## src/rtl/s_counter.sv

```systemverilog
// N-bit up/down counter with pause and synchronous active-low reset.
// Optional terminal-count output tc is built only when S_COUNTER_TC_EN is defined.
module s_counter #(
  parameter int N = 4
) (
  input  logic         clk,
  input  logic         reset,
  input  logic         pause,
  input  logic         upDown,
  output logic [N-1:0] count
`ifdef S_COUNTER_TC_EN
  ,
  output logic         tc
`endif
);

  // Reset wins over pause, and pause wins over counting.
  // Wrap-around in both directions falls out of N-bit modular arithmetic.
  always_ff @(posedge clk) begin
    if (!reset) begin
      count <= '0;
    end else if (pause) begin
      count <= count;
    end else if (upDown) begin
      count <= count + 1'b1;
    end else begin
      count <= count - 1'b1;
    end
  end

`ifdef S_COUNTER_TC_EN
  // Flags the value that the next counting step would wrap from.
  always_comb begin
    tc = 1'b0;
    if (upDown && (count == {N{1'b1}})) begin
      tc = 1'b1;
    end else if (!upDown && (count == '0)) begin
      tc = 1'b1;
    end
  end
`endif

endmodule

```

## config.mk

```make
export PLATFORM = sky130hd
export DESIGN_NAME = s_counter
export DESIGN_NICKNAME = d
export VERILOG_FILES = /design/src/rtl/s_counter.sv
export SDC_FILE = /design/constraint.sdc
export NUM_CORES = 1
export LEC_CHECK = 0
export BUFFER_PORTS_ARGS = -buffer_cell sky130_fd_sc_hd__clkbuf_2
export CELL_PAD_IN_SITES_DETAIL_PLACEMENT = 1
export CELL_PAD_IN_SITES_GLOBAL_PLACEMENT = 2
export CORE_AREA = 2 2 39 41
export DETAILED_ROUTE_END_ITERATION = 10
export DIE_AREA = 0 0 41 43
export PLACE_DENSITY = 0.51
export SLEW_MARGIN = 20
export SYNTH_ARGS = -nofsm -noshare
export SYNTH_HDL_FRONTEND = slang
export SYNTH_SLANG_ARGS = --single-unit
```

## constraint.sdc

```tcl
create_clock -name clk -period 2.4 [get_ports clk]
set_clock_uncertainty 0.1 [all_clocks]
set_input_delay 0.72 -clock clk [delete_from_list [all_inputs] [get_ports clk]]
set_output_delay 0.72 -clock clk [all_outputs]
set_load 0.02 [all_outputs]
```

# Word-level counts from Yosys, hierarchy flattened
# Index checks and enable logic that the tools add are counted.
# word_totals
regBits,4
input_bits,4
out_inout_bits,4
wordCells,4
# op_classes
add_sub_neg,2
n_mux,1
# ops
op,count
$add 4x1->4 const B,1
$mux 4,1
$sub 4x1->4 const B,1

# Longest topological paths before layout
# Gate-level depths: netlist (run 1).
# depth
depth_word,2
mapped_depth,6
depth_no_buf,6

# Worst setup path after synthesis (run 1)
# No wires, ideal clock.
# synth_path
path_kind,input to register
from,input port upDown
to,register count[3]
setup_time_ps,72
t_arrival_ps,1729
required_ps,2228
slack_ps,499
cell_stages,6
path_buffers,0
cell_sequence,inv_1 > ha_1 > a21oi_2 > a211oi_2 > a31oi_1 > mux2i_1
# synth_between
elab_chain_len,1
# synth_rtl
item,line,text
from (decl),9,"input logic upDown,"
$mux 4,24,end else if (upDown) begin
to (signal assigned),23,count <= count;
to (signal assigned),25,count <= count + 1'b1;
to (signal assigned),27,count <= count - 1'b1;
to (decl),10,output logic [N-1:0] count
# No other way between the ends.
# A chain may end at the register's enable or synchronous reset.

# Worst setup path in the final report (run 1)
# Same ends and word-level chain as after synthesis.

==> impl_metrics.env, run 1 <==
export IMPL_largest_register="count"
export IMPL_critPathLaunchType="primary input"
export IMPL_globalRouteTotalUtil=0.0886
export IMPL_core_um2=1380
export IMPL_antenna_found_initial=0
export IMPL_path_cells="clkbuf_2, inv_1, ha_1, a21oi_2, a211oi_2, a31oi_1, mux2i_1"
export IMPL_num_io_pins=8
export IMPL_syn_inst=25
export IMPL_cts_root_buffer="clkbuf_4"
export IMPL_syn_avg_cell_area_um2=10.4
export IMPL_rows=14
export IMPL_setup_viol=0
export IMPL_cpPeakStageDelay_ps=360
export IMPL_grt_pass1_wl_um=972
export IMPL_post_place_ws_ps=235
export IMPL_dp_hpwl_um=412
export IMPL_clock_path_buffers=2
export IMPL_crit_path_end_kind="flop"
export IMPL_postSynthNetCount=32
export IMPL_ys_ff_latch=4
export IMPL_cts_buffers=3
export IMPL_worstSkewPairLatency_ps=230
export IMPL_ctsHoldBuffers=0
export IMPL_diodes=0
export IMPL_num_vias=207
export IMPL_max_freq_mhz=525
export IMPL_synth_area_um2=260
export IMPL_grt_pass1_vias=236
export IMPL_dp_cells=47
export IMPL_tightest_slew_ps=237
export IMPL_setup_ws_ps=496
export IMPL_slew_headroom=0.841
export IMPL_final_util=0.230
export IMPL_routed_wl_um=509
export IMPL_synth_seq_area_share=0.308
export IMPL_postSynth_topFlopCell="dfxtp_1"
export IMPL_ys_async_sr_fraction=0
export IMPL_worstPathMaxFanout=4
export IMPL_yosysUniqueCellTypes=17
export IMPL_fill_cells=165
export IMPL_dieWidth_um=41
export IMPL_vias_per_cell=4.14
export IMPL_drtAntennaViolNets=0
export IMPL_drtPass1Iterations=1
export IMPL_p_leak_nw=0.147
export IMPL_final_cells=50
export IMPL_nNetsFinal=43
export IMPL_cap_viol_max_count=0
export IMPL_arrival_ps=1970
export IMPL_wire_per_inst_um=10.2
export IMPL_cts_setup_buffers=0
export IMPL_cts_reportedPaths_clkPinSlew_ps=40
export IMPL_status="completed"
export IMPL_rsz0062_at_grt="false"
export IMPL_portBuffers=7
export IMPL_die_area_um2=1760
export IMPL_drive_gt1_frac=0.353
export IMPL_cp_required_ps=2470
export IMPL_power_density_nw_per_um2=732
export IMPL_grt_ovfl_total=0
export IMPL_initial_core_util=0.188
export IMPL_fin_setup_tns_ps=0
export IMPL_post_route_min_period_ps=1900
export IMPL_grt_max_degree=7
export IMPL_cts_repair_resized=0
export IMPL_cts_tree="done"
export IMPL_dpl_cell_area_um2=295
export IMPL_min_path_type="flop to flop"
export IMPL_largest_reg_flops=4
export IMPL_yosysWarnings=0
export IMPL_die_height_um=43
export IMPL_largestRegisters="count: 4 flops"
export IMPL_fin_crit_sh=0.793
export IMPL_final_cell_area_um2=318
export IMPL_first_iter_violations=0
export IMPL_final_hold_violation_count=0
export IMPL_ctsHtreeMaxLevel=1
export IMPL_crit_slowest_cell="ha_1"
export IMPL_final_common_cell="clkbuf_2"
export IMPL_slew_viol_final=0
export IMPL_cts_sinks=4
export IMPL_synth_edf_count=0
export IMPL_mostFrequentLayoutCells="clkbuf_2 (7), dfxtp_1 (4), clkbuf_4 (3)"
export IMPL_area_growth_pct=22.1
export IMPL_irDropWorstVdd_mv=0.203
export IMPL_critPathKind="primary input to flop"
export IMPL_drcViolationCount=0
export IMPL_place_congestion=0.606
final cells by class:
type / instances / area (um2) / share of cell area
Clock buffer: 3 / 22.5 / 0.0709
Inverter: 1 / 3.75 / 0.0118
Multi-Input combinational cell: 19 / 156 / 0.492
Sequential cell: 4 / 80.1 / 0.252
Tap cell: 16 / 20.0 / 0.0630
Timing Repair Buffer: 7 / 35.0 / 0.110
worst paths after layout:
kind	start	endpoint	slack [ps]	cells past startpoint
setup / recovery	upDown	count[3]	500	7
hold / removal	count[3]	count[3]	370	2
setup reg to reg	count[2]	count[3]	880	5
hold reg to reg	count[3]	count[3]	370	2
kinds of logic (layout without fill, tap and decap cells):
logic type / Yosys count / in the layout / share of synthesized area
AND/OR/NAND/NOR: 8 / 8 / 0.159
AO/OA/AOI/OAI: 4 / 4 / 0.125
flip-flops: 4 / 4 / 0.308
adder cells (fa/ha/maj): 3 / 3 / 0.173
XOR/XNOR: 2 / 2 / 0.0673
multiplexers: 2 / 2 / 0.0769
buffers and inverters: 2 / 11 / 0.0913
critical path, delay by kind of cell:
kind / cells / cell delay (ps)
multiplexers: 1 / 200
buffers and inverters: 2 / 180
adder cells (fa/ha/maj): 1 / 360
AO/OA/AOI/OAI: 3 / 510
report_power, final:
| part | total, mW | switching, mW | leakage, nW | internal (mW) |
|---|---|---|---|---|
| Clock | 0.0830 | 0.0271 | 0.0138 | 0.0559 |
| Combinational | 0.0648 | 0.0356 | 0.0997 | 0.0292 |
| Sequential | 0.0847 | 0.00891 | 0.0331 | 0.0758 |
synthesized netlist by cell type, types with 2 or more instances:
cell / instances / area, um2
nand2_1: 2 / 7.51
mux2i_1: 2 / 20.0
and2_1: 2 / 12.5
dfxtp_1: 4 / 80.1
ha_1: 2 / 25.0
xnor2_1: 2 / 17.5
metal layers:
layer,GRT usage,up-vias,wire (um),share of wire
met5,0,-,0,0
met4,0.120,0,31,0.061
met3,0.0157,4,23,0.045
met2,0.113,6,246,0.48
met1,0.101,95,207,0.41
li1,-,102,-,-
stage by stage:
stage / power (mW) / hold WS (ps)
after CTS: 0.242 / 377
after floorplan: 0.135 / 441
after global placement: 0.150 / 352
final: 0.232 / 372
after global routing: 0.249 / 412
after detailed placement: 0.152 / 372
Note: power is estimated with default switching activity, not from simulation.
==> run 2, diff against run 1 <==
clock period = 1.8 ns   (was 2.4 ns; I/O delays follow)
==> run 2 against run 1 <==
  * Register-to-register slack worse by 560 ps
  * Critical path type unchanged
  * Highest routed layer unchanged
  * Flip-flop and latch count unchanged
  * Global-route usage grew 0.19 points
  * Critical path depth stayed put
  * Count of clock-buffer cells in the layout did not move
  * Clock power increased by 35%
==> impl_metrics.env, run 2 (same netlist as run 1, synthesis figures left out) <==
export IMPL_cts_tree="done"
export IMPL_crit_family="compound AO/OA/AOI/OAI gates"
export IMPL_drcViolationCount=0
export IMPL_dp_cells=52
export IMPL_cts_reportedPaths_clkPinSlew_ps=40
export IMPL_path_cells="clkbuf_2, inv_1, ha_1, a21oi_2, a211oi_2, a31oi_1, mux2i_1"
export IMPL_startpoint="upDown"
export IMPL_final_cell_area_um2=355
export IMPL_tightest_slew_ps=203
export IMPL_endpoint="count[3]"
export IMPL_setup_ws_ps=141
export IMPL_ctsHtreeMaxLevel=1
export IMPL_r2r_cells=5
export IMPL_area_growth_pct=36.5
export IMPL_setup_viol=0
export IMPL_ctsHoldBuffers=0
export IMPL_largest_register="count"
export IMPL_max_freq_mhz=603
export IMPL_clock_path_buffers=2
export IMPL_fin_setup_tns_ps=0
export IMPL_rows=14
export IMPL_critPathLaunchType="primary input"
export IMPL_dieWidth_um=41
export IMPL_cp_depth=7
export IMPL_final_cells=55
export IMPL_die_area_um2=1760
export IMPL_final_hold_violation_count=0
export IMPL_diodes=0
export IMPL_cpPeakStageDelay_ps=340
export IMPL_cts_buffers=3
export IMPL_power_density_nw_per_um2=920
export IMPL_r2r_slack_ps=320
export IMPL_grt_ovfl_total=0
export IMPL_die_height_um=43
export IMPL_num_io_pins=8
export IMPL_min_path_type="flop to flop"
export IMPL_crit_path_end_kind="flop"
export IMPL_cts_sinks=4
export IMPL_drtAntennaViolNets=0
export IMPL_cp_required_ps=1860
export IMPL_core_um2=1380
export IMPL_p_leak_nw=0.170
export IMPL_fin_crit_sh=0.922
export IMPL_grt_max_degree=7
export IMPL_worstSkewPairLatency_ps=240
export IMPL_final_common_cell="clkbuf_2"
export IMPL_cap_viol_max_count=0
export IMPL_wire_per_inst_um=9.96
export IMPL_cts_repair_resized=0
export IMPL_largest_reg_flops=4
export IMPL_drtPass1Iterations=2
export IMPL_largestRegisters="count: 4 flops"
export IMPL_antenna_found_initial=0
export IMPL_drive_gt1_frac=0.436
export IMPL_first_iter_violations=1
export IMPL_slew_viol_final=0
export IMPL_vias_per_cell=4.02
export IMPL_irDropWorstVdd_mv=0.299
export IMPL_timing_rr_end="count[3]"
export IMPL_fill_cells=166
export IMPL_portBuffers=7
export IMPL_dpl_cell_area_um2=333
export IMPL_r2r_start="count[2]"
export IMPL_path_buf_inv=2
export IMPL_arrival_ps=1720
export IMPL_status="completed"
export IMPL_rsz0062_at_grt="false"
export IMPL_crit_slowest_cell="ha_1"
export IMPL_cts_setup_buffers=0
export IMPL_cts_root_buffer="clkbuf_4"
export IMPL_multi_input_area_um2=156
export IMPL_grt_pass1_wl_um=979
export IMPL_num_vias=221
export IMPL_post_place_ws_ps=-105
export IMPL_final_seq_area_um2=80.1
export IMPL_critPathKind="primary input to flop"
export IMPL_place_congestion=0.604
export IMPL_slew_headroom=0.864
export IMPL_post_route_min_period_ps=1660
export IMPL_grt_pass1_vias=220
export IMPL_worstPathMaxFanout=4
export IMPL_routed_wl_um=548
export IMPL_mostFrequentLayoutCells="clkbuf_2 (7), buf_4 (5), dfxtp_1 (4), clkbuf_4 (3)"
export IMPL_initial_core_util=0.188
export IMPL_nNetsFinal=48
export IMPL_globalRouteTotalUtil=0.0905
-- run 2: cell type report --
| cell class | instances | share of cell area |
|---|---|---|
| Timing Repair Buffer | 12 | 0.204 |
| Tap cell | 16 | 0.0563 |
| Multi-Input combinational cell | 19 | 0.440 |
| Sequential cell | 4 | 0.225 |
| Inverter | 1 | 0.0106 |
| Clock buffer | 3 | 0.0634 |
-- run 2: how the worst min path moves through the flow --
stage	depth (start not counted)	end	start
floorplan	2	count[3]	count[3]
global placement	2	count[3]	count[3]
detailed placement	2	count[3]	count[3]
CTS	2	count[3]	count[3]
global route	2	count[3]	count[3]
finish	2	count[3]	count[3]
-- run 2: worst reg2reg max path: cells and delay by family, from the launching register on --
kind            cells  cell delay (ps)
flops               1              320
mux                 1              210
fa+ha+maj           1              320
compound gates      3              470
-- run 2: report_power, final --
| group | leakage, nW | switching [mW] | internal (mW) |
|---|---|---|---|
| combinational | 0.123 | 0.0512 | 0.0511 |
| clock | 0.0138 | 0.0373 | 0.0746 |
| sequential | 0.0331 | 0.0114 | 0.101 |
-- run 2: layer usage --
layer  routed length, um  track usage
met2                 257        0.119
met3                  30       0.0314
met4                  27        0.100
met5                   0            0
met1                 232        0.100
-- run 2: stage by stage --
step	util	total power, mW	hold WS [ps]
6_report	0.257	0.327	382
3_3_place_gp	0.241	0.215	363
3_5_place_dp	0.241	0.218	373
2_1_floorplan	-	0.180	441
4_1_cts	0.257	0.335	385
5_1_grt	0.257	0.356	407
